$ cat src/rtl/instr_decoder.sv
// SPI-slave (mode 0) instruction decoder: turns 16-bit frames into one-clk read/write
// strobes towards a register block and shifts read data back out on miso.
module instr_decoder (
    input  logic       clk,
    input  logic       rst,
    input  logic       sclk,
    input  logic       cs_n,
    input  logic       mosi,
    output logic       miso,
    output logic       read,
    output logic       write,
    output logic [5:0] addr,
    input  logic [7:0] data_read,
    output logic [7:0] data_write
);

    typedef enum logic [2:0] {
        IDLE,
        CMD,
        RD_ISSUE,
        DATA,
        WR_ISSUE,
        WAIT_CS
    } state_t;

    state_t     state, next_state;

    logic [1:0] sclk_sync, cs_sync, mosi_sync;
    logic       sclk_prev, cs_prev;
    logic       sclk_s, cs_s, mosi_s;
    logic       sclk_rise, sclk_fall, cs_fall, cs_rise;

    logic [3:0] bit_cnt;
    logic       rw;
    logic [4:0] cmd_sr;
    logic [7:0] tx_sr;
    logic       miso_q;

    // A deselected bus idles high, so chip select synchronizes to 1 out of reset.
    always_ff @(posedge clk or posedge rst) begin
        if (rst) begin
            sclk_sync <= 2'b00;
            cs_sync   <= 2'b11;
            mosi_sync <= 2'b00;
            sclk_prev <= 1'b0;
            cs_prev   <= 1'b1;
        end else begin
            // NOTE: non-blocking assignments so every flop samples the pre-edge value.
            sclk_sync <= {sclk_sync[0], sclk};
            cs_sync   <= {cs_sync[0], cs_n};
            mosi_sync <= {mosi_sync[0], mosi};
            sclk_prev <= sclk_s;
            cs_prev   <= cs_s;
        end
    end

    assign sclk_s    = sclk_sync[1];
    assign cs_s      = cs_sync[1];
    assign mosi_s    = mosi_sync[1];
    assign sclk_rise = sclk_s & ~sclk_prev;
    assign sclk_fall = ~sclk_s & sclk_prev;
    assign cs_fall   = ~cs_s & cs_prev;
    assign cs_rise   = cs_s & ~cs_prev;

    always_ff @(posedge clk or posedge rst) begin
        if (rst) begin
            state <= IDLE;
        end else begin
            state <= next_state;
        end
    end

    always_comb begin
        // NOTE: defaults first so no path leaves an output unassigned (no latch).
        next_state = state;
        read       = 1'b0;
        write      = 1'b0;
        if (state != IDLE && cs_rise) begin
            next_state = IDLE;
        end else begin
            case (state)
                IDLE: begin
                    if (cs_fall) next_state = CMD;
                end
                CMD: begin
                    if (sclk_rise && bit_cnt == 4'd7) next_state = rw ? DATA : RD_ISSUE;
                end
                RD_ISSUE: begin
                    read       = 1'b1;
                    next_state = DATA;
                end
                DATA: begin
                    if (sclk_rise && bit_cnt == 4'd15) next_state = rw ? WR_ISSUE : WAIT_CS;
                end
                WR_ISSUE: begin
                    write      = 1'b1;
                    next_state = WAIT_CS;
                end
                WAIT_CS: begin
                    next_state = WAIT_CS;
                end
                default: begin
                    next_state = IDLE;
                end
            endcase
        end
    end

    // Datapath. rw is taken from the first instruction bit; the 5-bit command shifter
    // lets rw and the reserved bit fall off so only addr[5:1] remain at bit 8.
    always_ff @(posedge clk or posedge rst) begin
        if (rst) begin
            bit_cnt    <= 4'd0;
            rw         <= 1'b0;
            cmd_sr     <= 5'd0;
            addr       <= 6'd0;
            data_write <= 8'd0;
            tx_sr      <= 8'd0;
            miso_q     <= 1'b0;
        end else begin
            case (state)
                IDLE: begin
                    bit_cnt <= 4'd0;
                    miso_q  <= 1'b0;
                end
                CMD: begin
                    miso_q <= 1'b0;
                    if (!cs_rise && sclk_rise) begin
                        if (bit_cnt == 4'd0) rw <= mosi_s;
                        cmd_sr  <= {cmd_sr[3:0], mosi_s};
                        bit_cnt <= bit_cnt + 4'd1;
                        if (bit_cnt == 4'd7) addr <= {cmd_sr, mosi_s};
                    end
                end
                RD_ISSUE: begin
                    if (read) tx_sr <= data_read;
                end
                DATA: begin
                    if (!cs_rise) begin
                        if (sclk_rise) begin
                            if (rw) data_write <= {data_write[6:0], mosi_s};
                            // Saturate on the 16th bit; the FSM leaves DATA on that edge.
                            if (bit_cnt != 4'd15) bit_cnt <= bit_cnt + 4'd1;
                        end
                        if (sclk_fall && !rw) begin
                            miso_q <= tx_sr[7];
                            tx_sr  <= {tx_sr[6:0], 1'b0};
                        end
                    end
                end
                default: begin
                end
            endcase
        end
    end

    assign miso = miso_q & ~cs_s;

endmodule

$ cat config.mk
export PLATFORM = sky130hd
export DESIGN_NAME = instr_decoder
export DESIGN_NICKNAME = d
export VERILOG_FILES = /design/src/rtl/instr_decoder.sv
export SDC_FILE = /design/constraint.sdc
export NUM_CORES = 1
export LEC_CHECK = 0
export CORE_ASPECT_RATIO = 1.4
export CORE_MARGIN = 5
export CORE_UTILIZATION = 50
export CTS_CLUSTER_SIZE = 14
export DETAILED_ROUTE_END_ITERATION = 6
export GPL_ROUTABILITY_DRIVEN = 0
export PLACE_DENSITY_LB_ADDON = 0.15
export SETUP_SLACK_MARGIN = 0.02
export SLEW_MARGIN = 20
export SYNTH_ARGS = -nofsm -noshare
export SYNTH_HDL_FRONTEND = slang
export SYNTH_SLANG_ARGS = --single-unit
$ cat constraint.sdc
create_clock -name clk -period 3.55 [get_ports clk]
set_input_delay 0.355 -clock clk [delete_from_list [all_inputs] [get_ports clk]]
set_output_delay 0.355 -clock clk [all_outputs]
set_load 0.02 [all_outputs]
==> reports/metrics.yaml <==
cts_num_sinks: 44
vias: 1311
leakage_nw: 1.04
worst_pin_slew_ps: 819
setup_viol: 0
dp_hpwl_mm: 2.53
post-synth-top-count-cell: "dfrtp_1"
hold_violations: 0
clockBufferDepth: 2
p_total_mw: 1.04
yosys_register_bits: 44
slew_headroom_pct: 45.3
grt_pass1_wl_mm: 6.24
die_w_um: 62.9
max-vdd-ir-drop_v: 0.000299
drive_above_1_share_pct: 20.2
clkTransAtPathRegs_ps: 80
ctsResizeCount: 0
syn-num-nets: 176
n_antenna_cell: 0
die_h_um: 84.0
grt.met1_usage_pct: 17.5
dr.pass1.iters: 4
io_buffers: 29
grt_start_max_net_pins: 24
grt_overflow: 0
cts_tree: "yes"
start_util_pct: 50.8
top_usage_layer: "met2"
slew_violations: 0
p_per_area_nw_per_um2: 438
post-place-ws_ps: 1200
nNetsFinal: 208
holdCritPathClass: "register to register"
use_met3_pct: 4.31
drv_cap: 0
post-synth-top-area-cell: "dfrtp_1"
worst-path-max-fanout: 15
fin_skew_ps: 6.60
grt_use_met2_pct: 24.2
crit_type: "register to register"
htreeDepth: 2
drc_errors: 0
dpl-instance-area_um2: 2280
syn_avg_cell_area_um2: 12.2
worstSkewPairLatency_ps: 290
grt.total_usage_pct: 14.8
slowest_stage: "nor4b_4"
async_flop_share_pct: 100
min_period_ps: 2360
drt_iter0_drc: 73
fmax_mhz: 424
yosys_warnings: 0
critPathRequiredTime_ps: 3730
drtAntennaViolNets: 0
wire_per_inst_um: 14.2
synth_cells: 161
ys_seq_area_share_pct: 56.5
cp.arrival_ps: 2540
routed_wl_mm: 3.36
end_kind: "register"
final_cell_area_um2: 2370
cts-root-buf: "clkbuf_8"
finalCritPeriodShare_pct: 66.5
synth_edf_count: 0
synth_top_area_share_pct: 52.4
die-area_um2: 5280
via_per_inst: 5.56
rr_startpoint: "state[1]$_DFFE_PP0P_"
crit_path_max_incr_delay_ps: 700
hold_buffers: 0
antenna_found_initial: 0
rsz0062_at_grt: "no"
hp-start: "cs_sync[0]$_DFF_PP1_"
critPathLaunch: "state[1]$_DFFE_PP0P_"
critPathLaunchType: "register"
status: "finished clean"
core_um2: 3850
synth_top_cells_by_count: "dfrtp_1, mux2_2, nor2_1, a21oi_1, nand2_1"
pin_count: 30
synth_area_um2: 1960
cts-buffers-inserted: 5
num_rows: 27
synth_cell_types: 37
area_growth_pct: 20.9
layout_setup_ws_ps: 1190
grt_pass1_vias: 1379
ys.flop_type: "dfrtp_1"
crit_chain: "nand3b_1 -> nor4b_4 -> mux2_2"
ys_top_cells_by_area: "dfrtp_1, mux2_2, dfstp_2, mux2i_1, a21oi_1"
holdWs_ps: 350
tns_ps: 0
post_cts_buffers: 0
-- sequential cells by signal, summed over array words and instances (netlist names) --
signal / flops
rw: 1
cs_sync: 2
data_write: 8
cmd_sr: 5
bit_cnt: 4
state: 3
miso_q: 1
mosi_sync: 2
addr: 6
tx_sr: 8
sclk_prev: 1
sclk_sync: 2
cs_prev: 1
-- cell type report --
type / instances / area, um^2
clock buffer: 5 / 68.8
clock inverter: 2 / 12.5
fill: 321 / 1490
inverter: 6 / 22.5
multi-input combinational: 105 / 798
sequential: 44 / 1100
tap: 43 / 53.8
timing repair buffer: 31 / 305
-- layout by cell type, fill, tap and decap left out, types with 3 or more instances in the layout --
cell type	n
mux2_2	20
a21oi_1	12
clkdlybuf4s50_1	29
nor2_1	13
nand2b_1	7
o21ai_0	4
nand3b_1	3
nand2_1	8
mux2i_1	7
inv_1	6
nor3_1	3
clkbuf_8	5
dfstp_2	3
dfrtp_1	41
-- per-layer routing --
metal | vias up | wire length, um
met2 | 36 | 1770
li1 | 629 | -
met3 | 5 | 176
met1 | 641 | 1340
met5 | - | 0
met4 | 0 | 72
-- logic make-up (layout without fill, tap and decap cells) --
logic type | Yosys count | count (layout) | share of synthesized area, %
buf+inv | 12 | 44 | 2.75
fa+ha+maj | 2 | 2 | 1.28
mux | 27 | 27 | 15.1
flops | 44 | 44 | 56.5
compound gates | 24 | 24 | 8.50
simple gates | 52 | 52 | 15.9
-- through the flow --
| stage | util, % | instances |
|---|---|---|
| floorplan | - | 161 |
| CTS | 61.4 | 236 |
| detailed placement | 59.3 | 229 |
| global placement | 59.3 | 229 |
| global route | 61.4 | 236 |
| finish | 61.4 | 236 |
-- power by group --
| part | leakage, nW | switching, mW | total, mW | internal, mW |
|---|---|---|---|---|
| logic | 0.463 | 0.0658 | 0.144 | 0.0786 |
| clock network | 0.0400 | 0.159 | 0.292 | 0.133 |
| registers | 0.539 | 0.0512 | 0.600 | 0.549 |
| total | 1.04 | 0.276 | 1.04 | 0.761 |
-- path summary, 6_finish.rpt --
kind | endpoint | slack [ps] | cells past startpoint
worst max-delay path | data_write[7]$_DFFE_PP0P_ | 1190 | 3
worst min-delay path | cs_sync[1]$_DFF_PP1_ | 350 | 0
worst max register to register | data_write[7]$_DFFE_PP0P_ | 1190 | 3
worst min register to register | cs_sync[1]$_DFF_PP1_ | 350 | 0
max in group asynchronous | cs_sync[0]$_DFF_PP1_ | 2180 | 3
min in group asynchronous | bit_cnt[2]$_DFFE_PP0P_ | 520 | 2
-- worst max-delay path: cells and delay by family, from the launching register on --
kind             cells  cell delay (ps)
DFF                  1              610
and+or+nand+nor      2             1230
muxes                1              400
No activity file was read; power rests on OpenSTA's default activity.
==> RTL edit 1, RTL diff (same settings) <==
Encoding of `state_t`: now one-hot (6 bits for 6 states).
--- a/src/rtl/instr_decoder.sv
+++ b/src/rtl/instr_decoder.sv
@@ -15,11 +15,11 @@
 );
 
-    typedef enum logic [2:0] {
-        IDLE,
-        CMD,
-        RD_ISSUE,
-        DATA,
-        WR_ISSUE,
-        WAIT_CS
+    typedef enum logic [5:0] {
+        IDLE     = 6'b000001,
+        CMD      = 6'b000010,
+        RD_ISSUE = 6'b000100,
+        DATA     = 6'b001000,
+        WR_ISSUE = 6'b010000,
+        WAIT_CS  = 6'b100000
     } state_t;
 
Check against the original RTL: same outputs for any inputs over 10 cycles, from zero or initial values and one cycle with rst high; not proved beyond that.
==> RTL edit 1 against the original RTL <==
  * Synthesized cell count up 16%
  * Cell area is 8.8% higher
  * Via count up 17%
  * Critical path depth rose by 3
  * Non-clock buffer count shrank 1
  * Setup slack worse by 0.55 ns
  * Wire length grew 26%
  * Synthesized area increased by 9.2%
  * Die area is 7.9% higher
  * Clock skew fell by 0.0016 ns
  * Maximum frequency down 19%
  * Sequential cell count rose by 3
Power is not compared: it rests on default switching activity, and its combinational part moved more than twofold at a synthesized area within 25%.
==> RTL edit 1: results (changes against the original RTL) <==
* Status: finished clean
* Post-synthesis average cell area at 11.4 µm² (-6.0%)
* Final hold slack at 0.351 ns (+0.000638 ns)
* Netlist cell types at 40 (+8.1%)
* Worst Hold Path EP: mosi_sync[1]
* Biggest regs: data_write: 8 flops, tx_sr: 8 flops
* Final nets at 233 (+12%)
* Number of global-route vias before repair at 1619 (+17%)
* Largest net degree at the start of global routing at 48 (+100%)
* R2R depth at 5 (+2)
* R2r setup slk at 1.31 ns (+0.12 ns)
* Detailed Route Iter0 Violations at 125 (+71%)
* Synth top cells by count: dfrtp_1, mux2_2, nand2_1
* Dpl cells at 256 (+12%)
* Aggregate global-route resource usage at 16.9% (+2.1 points)
* Post-DP HPWL at 3170 µm (+25%)
* Largest stage delay, worst path at 0.55 ns (-0.15 ns)
* Setup Skew at 0.00497 ns (-0.00163 ns)
* R2r endpoint: data_write[1]
* Share of post-route cells with drive strength above 1 at 18.3% (-1.9 points)
* Slew @ Worst Pin at 0.940 ns (+0.121 ns)
* Syn. warnings at 0 (unchanged)
* Syn Nets at 202 (+15%)
* Critical path peak fanout at 10 (-5)
* Post-DR wirelength/cell at 16.0 µm (+12%)
* Sequential fraction of the synthesis area at 55.3% (-1.2 points)
* Top cells by area, synth: dfrtp_1, mux2_2, dfstp_2
* DR vias/cell at 5.80 (+4.3%)
* CP max stage cell: clkdlybuf4s50_1
==> RTL edit 1: layout make-up <==
cell class / instances / area [µm²]
clock buffers: 6 / 82.6
clock inverters: 2 / 35.0
fillers: 364 / 1600
inverters: 8 / 30.0
multi-input cells: 126 / 891
flip-flops and latches: 47 / 1180
well taps: 45 / 56.3
repair buffers: 30 / 298
==> RTL edit 1: per-stage QoR <==
stage	area, µm²	setup slack [ns]
6_report	2570	0.641
4_1_cts	2570	0.636
3_3_place_gp	2460	1.04
3_5_place_dp	2460	0.968
5_1_grt	2570	0.472
2_1_floorplan	2140	1.55
==> RTL edit 1: how the worst max path moves through the flow <==
stage             start    to  slack (ns)  cells after the start
2_1_floorplan  state[0]  read        1.55                      7
3_3_place_gp   state[1]  read        1.04                      6
3_5_place_dp   state[1]  read        0.97                      6
4_1_cts        state[1]  read        0.64                      6
5_1_grt        state[1]  read        0.47                      6
6_report       state[1]  read        0.64                      6
==> RTL edit 1: per-layer routing <==
layer	wire (µm)	global-route usage (%)	vias up
li1	-	-	730
met1	1610	18.8	749
met2	2290	30.0	41
met3	217	4.52	10
met4	102	7.36	0
met5	0	0	-
==> RTL edit 1: logic make-up (layout without fill, tap and decap cells) <==
family | Yosys count | in the layout | synth area share [%]
AO/OA/AOI/OAI | 26 | 26 | 8.37
AND/OR/NAND/NOR | 73 | 73 | 19.4
flip-flops | 47 | 47 | 55.3
adder cells (fa/ha/maj) | 2 | 2 | 1.17
multiplexers | 22 | 22 | 11.5
XOR/XNOR | 3 | 3 | 1.23
buffers and inverters | 14 | 46 | 3.04
==> RTL edit 1: power breakdown <==
group          switching, mW  internal, mW
logic                 0.0357        0.0299
clock network          0.161         0.228
registers             0.0151         0.549
total                  0.212         0.807
==> RTL edit 2, RTL diff (config.mk and constraints unchanged) <==
Made on the original files. Add an input register stage for `cs_n`, `mosi` and `data_read`, with the module's reset; this delays them by one clock.
--- a/src/rtl/instr_decoder.sv
+++ b/src/rtl/instr_decoder.sv
@@ -24,4 +24,20 @@
     } state_t;
 
+    logic cs_n_q;
+    logic mosi_q;
+    logic [7:0] data_read_q;
+
+    always_ff @(posedge clk or posedge rst) begin
+        if (rst) begin
+            cs_n_q      <= '0;
+            mosi_q      <= '0;
+            data_read_q <= '0;
+        end else begin
+            cs_n_q      <= cs_n;
+            mosi_q      <= mosi;
+            data_read_q <= data_read;
+        end
+    end
+
     state_t     state, next_state;
 
@@ -48,6 +64,6 @@
             // NOTE: non-blocking assignments so every flop samples the pre-edge value.
             sclk_sync <= {sclk_sync[0], sclk};
-            cs_sync   <= {cs_sync[0], cs_n};
-            mosi_sync <= {mosi_sync[0], mosi};
+            cs_sync   <= {cs_sync[0], cs_n_q};
+            mosi_sync <= {mosi_sync[0], mosi_q};
             sclk_prev <= sclk_s;
             cs_prev   <= cs_s;
@@ -134,5 +150,5 @@
                 end
                 RD_ISSUE: begin
-                    if (read) tx_sr <= data_read;
+                    if (read) tx_sr <= data_read_q;
                 end
                 DATA: begin
Formal check against the unedited RTL: no difference found for any inputs over 10 cycles, from zero or initial values and one cycle with rst high; that may be too few to reach the edited logic, so the function may still have changed.
==> RTL edit 2 against the original RTL <==
  * Synthesized area rose by 13%
  * Combinational power fell by 41%
  * Sequential cell count rose by 10
  * Wire length grew 12%
  * Setup slack got worse by 0.17 ns
  * Cell area is 12% higher
  * First-iteration DRC count increased by 25%
  * Core utilization increased by 0.96 points
  * Total power rose by 13%
==> RTL edit 2: results (changes against the original RTL) <==
* Status: finished clean
* Aggregate global-route resource usage at 14.9% (+0.11 points)
* Post-DP HPWL at 2650 µm (+4.8%)
* R2r setup slk at 1.45 ns (+0.26 ns)
* Peak VDD IR at 0.268 mV (-11%)
* Syn Nets at 183 (+4.0%)
* Data arrival time of the critical path at 2.18 ns (-0.36 ns)
* Filler Cell Count at 354 (+10%)
* Netlist cell types at 40 (+8.1%)
* Worst Hold Path EP: mosi_sync[0]
* Signal buffers at 29 (-6.5%)
* Skew-Pair Late Insertion Delay at 0.30 ns
* R2r endpoint: addr[1]
* Slew margin rel. at 41.3% (-4.0 points)
* Worst-path clk slew at 0.09 ns
* Biggest regs: data_read_q: 8 flops, data_write: 8 flops, tx_sr: 8 flops
* R2R Path Start: cs_prev
* Sequential fraction of the synthesis area at 61.4% (+4.9 points)
* Share of post-route cells with drive strength above 1 at 18.6% (-1.6 points)
* Post-synthesis mux area share at 14.9% (-0.24 points)
* Final clock-cell share at 4.02% (+0.58 points)
* Multi-input gates at 100 (-4.8%)
* Fraction of area in multi-input gates at 29.8% (-4.0 points)
* First-pass GRT wire length at 6620 µm (+6.2%)
* Min-delay src: mosi_q
* Clock buffer cells at 7 (+2)
* Inverters at 8 (+2)
* Adder-Cell Fraction of Synth Area at 1.13% (-0.14 points)
* Resized Gates After CTS at 0 (unchanged)
* Via count at 1384 (+5.6%)
* ANT cells at 0 (unchanged)
* Largest net degree at the start of global routing at 55 (+130%)
* Post-synthesis average cell area at 13.1 µm² (+8.1%)
* DR pass1 iterations at 5 (+1)
* Initial antenna violation count at 0 (unchanged)
* Clock Sinks at 54 (+23%)
* CTS Root Cell: clkbuf_8
* Top cells by area, synth: dfrtp_1, mux2_2, mux2_4
* Port Buffer Count at 29 (unchanged)
* Synth top cells by count: dfrtp_1, mux2_2, nor2_1
* Register area at 0.00136 mm² (+23%)
* Final WL at 3760 µm (+12%)
* Final nets at 213 (+2.4%)
* Async SR Flop Fraction at 100% (unchanged)
* Detailed Route Iter0 Violations at 91 (+25%)
* Clk buf depth at 2 (unchanged)
* Post-DR wirelength/cell at 14.5 µm (+1.9%)
* Cts bufs inserted at 5 (unchanged)
* Dpl cells at 251 (+9.6%)
* Worst setup path end: read
* Signal buf overhead at 11.0% (-1.9 points)
* Critical path peak fanout at 7 (-8)
* Crit path from: cs_sync[1]
* R2R depth at 4 (+1)
* Compound-Gate Fraction of Synth Area at 9.18% (+0.68 points)
* Leak pwr at 1.19 nW (+14%)
* Setup bufs post-CTS at 0 (unchanged)
* Synth Area in XOR/XNOR at 0.397% (+0.40 points)
* Number of global-route vias before repair at 1476 (+7.0%)
* Setup Skew at 0.00754 ns (+0.000938 ns)
RTL edit 2: per-stage QoR:
stage	area (µm²)	worst slack, ns	hold WS [ns]	total power, mW
final	2650	1.02	0.355	1.17
after global routing	2650	0.903	0.358	1.22
after CTS	2640	1.02	0.355	1.18
after detailed placement	2540	1.37	0.335	0.786
after global placement	2540	1.44	0.333	0.779
after floorplan	2210	1.70	0.331	0.753
RTL edit 2: power by group:
part	internal [mW]	switching (mW)
combinational	0.0467	0.0380
sequential	0.656	0.0314
clock	0.211	0.184
total	0.914	0.253
RTL edit 2: critical path, stage by stage, from the launching register on:
cell and delay (ns):
dfstp_2 0.58, nor2b_1 0.49, nor2_1 0.11, nand2_1 0.11, nor2_1 0.05, clkdlybuf4s50_1 0.55
RTL edit 2: layer usage:
metal  GRT usage [%]  up-vias  wire (µm)
li1                -      650          -
met1            17.1      690       1520
met2            25.5       40       2010
met3            4.45        4        185
met4            6.47        0         36
met5               0        -          0
